[config.mk]
export PLATFORM = sky130hd
export DESIGN_NAME = fpa_normalizer
export DESIGN_NICKNAME = d
export VERILOG_FILES = /design/src/rtl/fpa_normalizer.sv
export SDC_FILE = /design/constraint.sdc
export NUM_CORES = 1
export LEC_CHECK = 0
export CORE_MARGIN = 4
export CORE_UTILIZATION = 40
export DETAILED_ROUTE_END_ITERATION = 7
export GPL_ROUTABILITY_DRIVEN = 0
export PLACE_DENSITY = 0.69
export SLEW_MARGIN = 25
export SYNTH_ARGS = -nofsm -noshare
export SYNTH_HDL_FRONTEND = slang
export SYNTH_SLANG_ARGS = --single-unit
[constraint.sdc]
create_clock -name clk -period 7.74 [get_ports clk]
set_input_delay 1.161 -clock clk [delete_from_list [all_inputs] [get_ports clk]]
set_output_delay 1.161 -clock clk [all_outputs]
set_load 0.01 [all_outputs]
[src/rtl/fpa_normalizer.sv]
// Post-add normalise/round stage for binary32 addition: iterative left-shift
// normaliser, round-to-nearest-even, valid/ready handshakes on both sides.
// Optional status flags output enabled by defining FPA_NORM_FLAGS_EN.
module fpa_normalizer #(
    parameter int LSTEP = 1
) (
    input  logic        clk,
    input  logic        rst,
    input  logic        in_valid,
    output logic        in_ready,
    input  logic        sign,
    input  logic [7:0]  exp,
    input  logic [27:0] mantis,
    output logic        out_valid,
    input  logic        out_ready,
    output logic [31:0] result
`ifdef FPA_NORM_FLAGS_EN
    ,
    output logic [2:0]  flags
`endif
);

    typedef enum logic [1:0] {IDLE, NORM, ROUND, DONE} state_t;

    // Bits that must all be clear before a multi-bit shift is safe.
    localparam logic [27:0] TOP_MASK = 28'(((1 << LSTEP) - 1) << (27 - LSTEP));

    state_t      state, state_n;
    logic        s_q, s_n;
    logic [9:0]  e_q, e_n;
    logic [27:0] m_q, m_n;
    logic [31:0] result_n;

    logic        round_up;
    logic [23:0] round_sum;
    logic [9:0]  round_e;
    logic [22:0] round_frac;

`ifdef FPA_NORM_FLAGS_EN
    logic [2:0]  flags_n;
`endif

    // m[26] is always set in ROUND, so a carry out of the fraction field
    // is the same as a carry out of the hidden bit.
    assign round_up   = m_q[2] & (m_q[1] | m_q[0] | m_q[3]);
    assign round_sum  = {1'b0, m_q[25:3]} + {23'b0, round_up};
    assign round_e    = e_q + {9'b0, round_sum[23]};
    assign round_frac = round_sum[23] ? 23'b0 : round_sum[22:0];

    assign in_ready  = (state == IDLE) && !rst;
    assign out_valid = (state == DONE);

    always_comb begin
        state_n  = state;
        s_n      = s_q;
        e_n      = e_q;
        m_n      = m_q;
        result_n = result;
`ifdef FPA_NORM_FLAGS_EN
        flags_n  = flags;
`endif
        case (state)
            IDLE: begin
                if (in_valid) begin
                    s_n     = sign;
                    e_n     = {2'b00, exp};
                    m_n     = mantis;
`ifdef FPA_NORM_FLAGS_EN
                    flags_n = 3'b000;
`endif
                    state_n = NORM;
                end
            end
            NORM: begin
                if (m_q == 28'd0) begin
                    result_n = {s_q, 31'b0};
                    state_n  = DONE;
                end else if (m_q[27]) begin
                    m_n     = {1'b0, m_q[27:2], m_q[1] | m_q[0]};
                    e_n     = e_q + 10'd1;
                    state_n = ROUND;
                end else if (m_q[26]) begin
                    state_n = ROUND;
                end else if (e_q <= 10'd1) begin
                    result_n = {s_q, 31'b0};
`ifdef FPA_NORM_FLAGS_EN
                    flags_n  = 3'b011;
`endif
                    state_n  = DONE;
                end else if (((m_q & TOP_MASK) == 28'd0) && (e_q > 10'(LSTEP))) begin
                    m_n = m_q << LSTEP;
                    e_n = e_q - 10'(LSTEP);
                end else begin
                    m_n = m_q << 1;
                    e_n = e_q - 10'd1;
                end
            end
            ROUND: begin
                if (round_e >= 10'd255) begin
                    result_n = {s_q, 8'hFF, 23'b0};
`ifdef FPA_NORM_FLAGS_EN
                    flags_n  = {1'b1, 1'b0, |m_q[2:0]};
`endif
                end else begin
                    result_n = {s_q, round_e[7:0], round_frac};
`ifdef FPA_NORM_FLAGS_EN
                    flags_n  = {2'b00, |m_q[2:0]};
`endif
                end
                state_n = DONE;
            end
            DONE: begin
                if (out_ready) begin
                    state_n = IDLE;
                end
            end
            default: state_n = IDLE;
        endcase
    end

    always_ff @(posedge clk) begin
        if (rst) begin
            state  <= IDLE;
            s_q    <= 1'b0;
            e_q    <= 10'd0;
            m_q    <= 28'd0;
            result <= 32'd0;
`ifdef FPA_NORM_FLAGS_EN
            flags  <= 3'b000;
`endif
        end else begin
            state  <= state_n;
            s_q    <= s_n;
            e_q    <= e_n;
            m_q    <= m_n;
            result <= result_n;
`ifdef FPA_NORM_FLAGS_EN
            flags  <= flags_n;
`endif
        end
    end

endmodule

==> impl_results.md, run 1 <==
* Hpwl dp at 8360 um
* CTS H-tree depth at 3
* Critical path depth in cells at 11
* M3 GR Usage at 2.73%
* Total grt overflow at 0
* Hold Buf Count CTS at 0
* Power Density at 378 mW/mm^2
* Global-route wire length before repair at 20300 um
* CP Launch Type: flop
* RR Startpoint: m_q[7]
* Number of setup violations in the final report at 0
* Clk slew on worst S/H paths at 80 ps
* Die height at 113 um
* Crit. Startpoint: m_q[7]
* Final Max Tran Viols at 0
* Post-route DRC at 0
* Vias in the first global route at 4215
* Largest net degree at the start of global routing at 72
* Top Usage Layer GRT: met2
* Antenna Nets Post-Route at 0
* Layout area overhead at 22.0%
* Primary FF master, synth: dfxtp_1
* Share of Yosys cell area claimed by the top area cell type at 33.3%
* DIE AREA at 0.0127 mm^2
* Static Leak at 1.90 nW
* DRT iter0 DRCs at 351
* Num ports at 75
* Run status: completed
* Fillers at 1013
* Ant. Diodes at 0
* Required @ worst endpoint at 7980 ps
* Layout cells sized above 1 at 5.28%
* Routed WL at 12200 um
* Drt first pass iters at 5
* Tmin final at 4220 ps
* Initial antenna violation count at 0
* Cts repair resizes at 0
* R2R setup slack at 3520 ps
* Peak VDD IR at 0.179 mV
* Post-synth EDFFs at 0
* Met2 Usage GRT at 29.9%
* Transition time of the tightest slew-check pin at 1010 ps
* Core Util, Final at 50.9%
* Multi-input gate area in the final layout at 0.00266 mm^2
* Crit share post-route at 54.5%
* Critical path class: flop to flop
* Number of synthesized register bits at 73
* Die X at 113 um
* Cells on worst reg2reg path at 11
* Seq/Total Area, Yosys at 33.3%
* CP bufs+invs at 0
* Family with the most delay on the worst path: compound AO/OA/AOI/OAI gates
* Arrival @ worst endpoint at 4460 ps
* RSZ-0062 raised after global routing: false
* Gr usage total at 18.9%
* CTS Buf Count at 9
* Post-placement cell count at 726
* Global Route met1 Usage at 26.2%
* Synth Cell Area at 0.00439 mm^2
* Worst Setup EP: result[27]
* Clk_skew at 11.7 ps
* Fmax at 0.237 GHz
* Critical Path, Cell by Cell: nand4_1 > nor4b_2 > and4_1 > ha_1 > ha_1 > nand4_1 > a211oi_1 > a21oi_1 > a41oi_4 > o21ai_0 > a22o_1
* Fin cells at 742
* Core area at 0.0105 mm^2
* Nets at 653
* Most common cell in the netlist: dfxtp_1
* Clock Latency Late Sink at 340 ps
* Vias per inst at 5.97
* Synth Instances at 566
* CP max stage cell: a41oi_4
* CTS Sinks at 73
* Worst slew margin at 32.3%
* Slowest Stage Delay on Critical Path at 710 ps
* Via Count at 4433
* Crit path max fanout at 27
* Setup TNS at 0 ps
* CTS tree: yes
* Root Buffer: clkbuf_8
* RR Endpoint: result[27]
* Final Hold Viols at 0
* Net Count, Synth at 618
* # rows at 37
* Initial Util at 41.7%
* Cell taking the most area after synthesis: dfxtp_1
* Register area at 0.00146 mm^2
* Synth async-reset ratio at 0%
* Wire per inst at 16.5 um
* Port bufs at 74
* Max Cap Viol at 0
* Hold crit path type: flop to flop
* Commonest cells in the netlist: dfxtp_1 (73), nand2_1 (55), nor2_1 (55), a21oi_1 (46), clkbuf_1 (41)
* Syn Area/Cell at 7.75 um^2
* CP Capture Type: flop
* Main area contributors after synthesis: dfxtp_1 (33%), a21oi_1 (5.2%), a221oi_1 (5.2%)
* Clock buffer depth at 2
* Post-synthesis cell type count at 55
* Warning count from the yosys run at 0
* Post-CTS Setup Inserts at 0
==> tightest hold or removal path, delay by kind of cell, from the launching register on <==
| family | cells | cell delay, ps |
|---|---|---|
| and+or+nand+nor | 1 | 50 |
| DFF | 1 | 310 |
| AOI/OAI and AO/OA | 1 | 50 |
==> logic make-up (layout without fill, tap and decap cells) <==
group,after synthesis,after routing,synth area share [%]
fa+ha+maj,11,11,3.14
flops,73,73,33.3
simple gates,243,243,28.5
compound gates,143,143,22.3
xor+xnor,28,28,5.59
mux,2,2,0.457
buf+inv,66,106,6.73
==> layout by cell type, fill, tap and decap left out, drive strengths merged, types with 12 or more instances in the layout <==
cell type,n
nand2,55
nor4,12
nor3,13
nand3,15
xnor2,22
clkdlybuf4s50,73
nand4,33
dfxtp,73
a21oi,46
a211oi,29
nor2,56
o21ai,13
and3,30
a221oi,26
==> report_power, final <==
part | internal (W) | switching (W)
clock | 0.000183 | 0.000151
sequential | 0.000472 | 0.000187
combinational | 0.000392 | 0.000640
==> registers in the layout (all words and copies together), names as in the netlist <==
name,count
m_q,28
result,32
state,2
s_q,1
e_q,10
==> metrics by stage <==
stage                     instance area [um^2]  power, W  setup WS (ps)  hold WS (ps)
after detailed placement                  5130   0.00167           3670           445
after CTS                                 5350   0.00201           3620           457
after global routing                      5350   0.00219           3140           472
after global placement                    5090   0.00162           3590           441
after floorplan                           4390   0.00143           4230           437
final                                     5350   0.00202           3520           453
==> worst min path at each step <==
stage               startpoint  cells after the start          to  slack, ps
global placement    result[19]                      2  result[19]        440
detailed placement  result[29]                      2  result[29]        450
global route        result[14]                      2  result[14]        470
finish              result[31]                      2  result[31]        450
floorplan                  s_q                      2  result[31]        440
CTS                 result[16]                      2  result[16]        460
==> area by class of cell <==
cell class	instances	share of cell area, %
Tap cell	136	3.18
Sequential cell	73	27.3
Inverter	10	0.702
Timing Repair Buffer	80	15.0
Clock inverter	6	1.68
Clock buffer	10	2.39
Multi-Input combinational cell	427	49.8
==> metal layers <==
layer | up-vias | share of wire [%]
li1 | 2166 | -
met3 | 20 | 5.9
met2 | 161 | 45
met1 | 2086 | 47
met5 | - | 0
met4 | 0 | 1.8
No activity file was read; power rests on OpenSTA's default activity.
==> run 2: changes to the inputs <==
- PLACE_DENSITY: 0.69 -> 0.71
- clock period: 7.74 -> 3.6 ns (I/O delays scaled with it)
==> run 2 against run 1 <==
  * Final cell count increased by 1.1%
  * Via count is 1.3% higher
  * Setup slack worse by 3300 ps
  * Die area is the same
  * Clock skew up 0.99 ps
  * Combinational power is 120% higher
  * Clock power grew 130%
  * Sequential power grew 120%
  * Register-to-register slack worse by 3300 ps
  * Sequential share of layout area shrank 0.32 points
  * Largest cell class unchanged
  * Highest routed layer unchanged
==> impl_results.md, run 2 (same netlist as run 1, synthesis figures left out) <==
* Most used cells in the layout excluding fill and tap cells: clkdlybuf4s50_1 (73), dfxtp_1 (72), nand2_1 (55), nor2_1 (54), a21oi_1 (46) (was dfxtp_1 (73), clkdlybuf4s50_1 (73), nand2_1 (55), nor2_1 (54), a21oi_1 (46))
* Clk_skew at 12.7 ps (was 11.7 ps)
* Initial Util at 41.7% (unchanged)
* Hold Buf Count CTS at 0 (unchanged)
* Antenna Nets Post-Route at 0 (unchanged)
* CP Launch Type: flop (unchanged)
* Hold crit path type: flop to flop (unchanged)
* Clock buffer depth at 2 (unchanged)
* Vias per inst at 5.99 (was 5.97)
* DIE AREA at 0.0127 mm^2 (unchanged)
* Final Max Tran Viols at 0 (unchanged)
* Internal power at 0.00236 W (was 0.00105 W)
* Tmin final at 3340 ps (was 4220 ps)
* Setup TNS at 0 ps (unchanged)
* RSZ-0062 raised after global routing: false (unchanged)
* Routed WL at 12700 um (was 12200 um)
* Clk slew on worst S/H paths at 90 ps (was 80 ps)
* Post-CTS Setup Inserts at 0 (unchanged)
* CTS Buf Count at 9 (unchanged)
* Crit path max fanout at 23 (was 27)
* Most common cell after layout, fill and taps aside: clkdlybuf4s50_1
* Number of setup violations in the final report at 0 (unchanged)
* Clock Latency Late Sink at 350 ps (was 340 ps)
* Peak VDD IR at 0.472 mV (was 0.179 mV)
* Gr usage total at 19.3% (was 18.9%)
* Final Hold Viols at 0 (unchanged)
* Post-route DRC at 0 (unchanged)
* Global-route wire length before repair at 20700 um (was 20300 um)
* Num ports at 75 (unchanged)
* Via Count at 4492 (was 4433)
* Comb power frac at 50.8% (was 51.0%)
* Max Cap Viol at 0 (unchanged)
* Root Buffer: clkbuf_8 (unchanged)
* Hpwl dp at 8700 um (was 8360 um)
* Run status: completed (unchanged)
* # rows at 37 (unchanged)
* Wire per inst at 16.9 um (was 16.5 um)
* Net Switching at 0.00213 W (was 0.000978 W)
* Power Density at 829 mW/mm^2 (was 378 mW/mm^2)
* Cts repair resizes at 0 (unchanged)
* Largest register FFs at 32 (unchanged)
* Transition time of the tightest slew-check pin at 993 ps (was 1010 ps)
* Critical path class: flop to flop (unchanged)
* Die X at 113 um (unchanged)
* Core Util, Final at 51.6% (was 50.9%)
* Largest net degree at the start of global routing at 49 (was 72)
* Largest regs: result x32, m_q x28, e_q x10 (unchanged)
* Core area at 0.0105 mm^2 (unchanged)
* Drt first pass iters at 5 (unchanged)
* Hold_ws at 452 ps (was 453 ps)
* Clock share of power at 17.3% (was 16.5%)
* Required @ worst endpoint at 3890 ps (was 7980 ps)
* Total grt overflow at 0 (unchanged)
* Crit share post-route at 92.8% (was 54.5%)
* Biggest register: result (unchanged)
* Nets at 662 (was 653)
* Worst slew margin at 33.3% (was 32.3%)
* Fillers at 993 (was 1013)
* Static Leak at 1.95 nW (was 1.90 nW)
* Layout area overhead at 23.5% (was 22.0%)
* Fmax at 0.299 GHz (was 0.237 GHz)
* Layout cells sized above 1 at 6.68% (was 5.28%)
* Initial antenna violation count at 0 (unchanged)
* Sequential Power Share at 31.9% (was 32.5%)
* DRT iter0 DRCs at 385 (was 351)
* Vias in the first global route at 4184 (was 4215)
* R2R setup slack at 260 ps (was 3520 ps)
* Port bufs at 74 (unchanged)
* Sw frac at 47.4% (was 48.3%)
* Ant. Diodes at 0 (unchanged)
* Die height at 113 um (unchanged)
* CTS tree: yes (unchanged)
* Arrival @ worst endpoint at 3630 ps (was 4460 ps)
* CP Capture Type: flop (unchanged)
* CTS Sinks at 73 (unchanged)
* CTS H-tree depth at 3 (unchanged)
-- run 2: changes by cell type in the layout (fill, tap and decap cells not counted), sizes merged --
| cell | before | now |
|---|---|---|
| buf | 7 | 16 |
| inv | 10 | 9 |
| clkbuf | 10 | 9 |
| bufinv | 2 | 3 |
-- run 2: through the flow --
step | area (um^2) | power (W) | instances | setup slack, ps
after CTS | 5410 | 0.00445 | 750 | 228
after global placement | 5170 | 0.00361 | 735 | 465
final | 5420 | 0.00449 | 750 | 258
after global routing | 5420 | 0.00481 | 750 | 51.2
after floorplan | 4390 | 0.00308 | 566 | 86.0
after detailed placement | 5170 | 0.00367 | 735 | 276
-- run 2: per-layer routing --
metal	share of wire (%)	global-route usage [%]
met3	6.5	3.42
met2	46	30.4
met1	46	26.8
met5	0	0
met4	1.9	6.41
-- run 2: final timing paths --
check / startpoint / to / depth (start not counted)
setup / recovery: m_q[8] / result[16] / 12
hold / removal: result[31] / result[31] / 2
setup reg to reg: m_q[8] / result[16] / 12
hold reg to reg: result[31] / result[31] / 2
-- run 2: power groups by stage --
stage / sequential [W] / combinational, W / clock, W
after global placement: 0.00141 / 0.00220 / 0
after CTS: 0.00142 / 0.00225 / 0.000780
after global routing: 0.00148 / 0.00252 / 0.000815
after detailed placement: 0.00143 / 0.00224 / 0
final: 0.00143 / 0.00228 / 0.000779
after floorplan: 0.00120 / 0.00188 / 0
-- run 2: critical path, cell delays in order, from the launching register on --
cell and delay (ps):
dfxtp_1 490, nand4_1 260, nor4b_2 370, and4_1 290, ha_1 210, ha_1 230
and4_1 300, nor2_1 70, a211o_1 340, a41oi_4 230, buf_12 210, nand4_1 110
a21oi_1 170
-- run 2: cell type report --
class	instances	area (um^2)	area share [%]
clock buffer	9	124	2.29
clock inverter	6	108	1.99
inverter	10	37.5	0.693
multi-input combinational	427	2660	49.0
sequential	73	1460	27.0
tap	136	170	3.14
timing repair buffer	89	861	15.9
==> run 3: changes to the inputs <==
- PLACE_DENSITY: 0.71 -> 0.7
==> run 3 against run 2 <==
  * Clock power grew 2%
  * Non-clock buffer count grew 1
  * Flip-flop and latch count is the same
  * Clock skew shrank 2.8 ps
  * Largest cell class unchanged
  * Sequential share of layout area shrank 0.12 points
  * Final cell count grew 0.27%
  * Setup slack gained 42 ps
  * Highest routed layer unchanged
  * Total power grew 0.96%
  * First-iteration DRC count shrank 30%
==> impl_results.md, run 3 (same netlist as run 1, synthesis figures left out) <==
* Layout cells sized above 1 at 6.66% (was 6.68%)
* Layout area overhead at 24.0% (was 23.5%)
* Critical path class: flop to flop (unchanged)
* Final Hold Viols at 0 (unchanged)
* Largest regs: result x32, m_q x28, e_q x10 (unchanged)
* Total grt overflow at 0 (unchanged)
* Clock Latency Late Sink at 350 ps (about the same)
* Largest register FFs at 32 (unchanged)
* Run status: completed (unchanged)
* Ant. Diodes at 0 (unchanged)
* Via Count at 4478 (was 4492)
* Met2 Usage GRT at 30.1% (was 30.4%)
* Place WS at 288 ps (was 276 ps)
* Worst Setup EP: result[27] (was result[16])
* Nets at 663 (was 662)
* Root Buffer: clkbuf_8 (unchanged)
* Tmin final at 3300 ps (was 3340 ps)
* R2R setup slack at 300 ps (was 260 ps)
* Clk_skew at 9.81 ps (was 12.7 ps)
* Clock buffer depth at 2 (unchanged)
* Crit share post-route at 91.7% (was 92.8%)
* Largest net degree at the start of global routing at 55 (was 49)
* Number of setup violations in the final report at 0 (unchanged)
* Required @ worst endpoint at 3850 ps (was 3890 ps)
* Transition time of the tightest slew-check pin at 670 ps (was 993 ps)
* Initial Util at 41.7% (unchanged)
* Port bufs at 74 (unchanged)
* Crit path max fanout at 8 (was 23)
* Max Cap Viol at 0 (unchanged)
* Area after DPL at 0.00519 mm^2 (was 0.00517 mm^2)
* M3 GR Usage at 3.26% (was 3.42%)
* Power Density at 834 mW/mm^2 (was 829 mW/mm^2)
* Post-route DRC at 0 (unchanged)
* Drt first pass iters at 5 (unchanged)
* Cells on worst reg2reg path at 12 (unchanged)
* Global-route wire length before repair at 20500 um (was 20700 um)
* Hpwl dp at 8700 um (about the same)
* Biggest register: result (unchanged)
* RSZ-0062 raised after global routing: false (unchanged)
* RR Startpoint: m_q[8] (unchanged)
* CTS Sinks at 73 (unchanged)
* Fmax at 0.303 GHz (was 0.299 GHz)
* Global Route met1 Usage at 27.2% (was 26.8%)
* Initial antenna violation count at 0 (unchanged)
* DRT iter0 DRCs at 269 (was 385)
* CP Launch Type: flop (unchanged)
* Wire per inst at 16.7 um (was 16.9 um)
* Antenna Nets Post-Route at 0 (unchanged)
* Post-placement cell count at 735 (unchanged)
* Arrival @ worst endpoint at 3550 ps (was 3630 ps)
* Die X at 113 um (unchanged)
* Final worst setup slack at 300 ps (was 258 ps)
* Routed WL at 12600 um (was 12700 um)
* Hold crit path type: flop to flop (unchanged)
* Most used cells in the layout excluding fill and tap cells: dfxtp_1 (73), clkdlybuf4s50_1 (73), nand2_1 (55), nor2_1 (54), a21oi_1 (46) (was clkdlybuf4s50_1 (73), dfxtp_1 (72), nand2_1 (55), nor2_1 (54), a21oi_1 (46))
* Die height at 113 um (unchanged)
* Final Max Tran Viols at 0 (unchanged)
* Worst slew margin at 55.3% (was 33.3%)
* Setup TNS at 0 ps (unchanged)
* Peak VDD IR at 0.585 mV (was 0.472 mV)
* CTS Buf Count at 9 (unchanged)
* Vias in the first global route at 4104 (was 4184)
* Clk slew on worst S/H paths at 80 ps (was 90 ps)
* RR Endpoint: result[27] (was result[16])
* Final instance area at 0.00544 mm^2 (was 0.00542 mm^2)
* Crit. Startpoint: m_q[8] (unchanged)
* Gr usage total at 19.4% (was 19.3%)
* Vias per inst at 5.95 (was 5.99)
* DIE AREA at 0.0127 mm^2 (unchanged)
* CTS tree: yes (unchanged)
* Core Util, Final at 51.7% (was 51.6%)
* CP Capture Type: flop (unchanged)
* Top Usage Layer GRT: met2 (unchanged)
* CTS H-tree depth at 3 (unchanged)
* Core area at 0.0105 mm^2 (unchanged)
* # rows at 37 (unchanged)
* Hold Buf Count CTS at 0 (unchanged)
* Num ports at 75 (unchanged)
* Static Leak at 1.96 nW (was 1.95 nW)
* Fin cells at 752 (was 750)
[run 3: power by group]
part	switching [W]	internal (W)
clock	0.000333	0.000465
sequential	0.000396	0.00101
combinational	0.00141	0.000921
[run 3: what timing repair did]
| item | in CTS | in global routing |
|---|---|---|
| gates resized for setup | 0 | 0 |
| endpoints found under the setup margin | 0 | 2 |
| buffers inserted | 0 | 1 |
[run 3: layout make-up]
class,count,area (um^2)
sequential,73,1460
inverter,10,37.5
timing repair buffer,90,881
tap,136,170
fill,1034,5070
clock inverter,6,115
clock buffer,10,128
multi-input combinational,427,2640
[run 3: worst min path at each step]
stage	from	endpoint	slack [ps]	cells after the start
after floorplan	s_q	result[31]	440	2
after global placement	result[31]	result[31]	440	2
after detailed placement	result[4]	result[4]	440	2
after CTS	result[31]	result[31]	450	2
after global routing	result[19]	result[19]	480	2
final	result[31]	result[31]	450	2
[run 3: metal layers]
metal / wire [um] / vias up / part of all wire [%]
li1: - / 2183 / -
met1: 5800 / 2097 / 46
met2: 5710 / 168 / 45
met3: 751 / 30 / 6.0
met4: 333 / 0 / 2.6
met5: 0 / - / 0
[run 3: per-stage QoR]
step,hold WS (ps),power [W]
after floorplan,437,0.00308
after global placement,441,0.00365
after detailed placement,444,0.00371
after CTS,455,0.00450
after global routing,483,0.00487
final,451,0.00454
[run 3: critical path, cell delays in order (launching register included)]
cell,delay [ps]
dfxtp_1,480
nand4_1,250
nor4b_2,370
and4_1,290
ha_1,200
ha_1,220
and4_1,290
nor2_1,70
a211o_1,300
a41oi_2,250
buf_4,180
o21ai_0,100
a22o_1,190
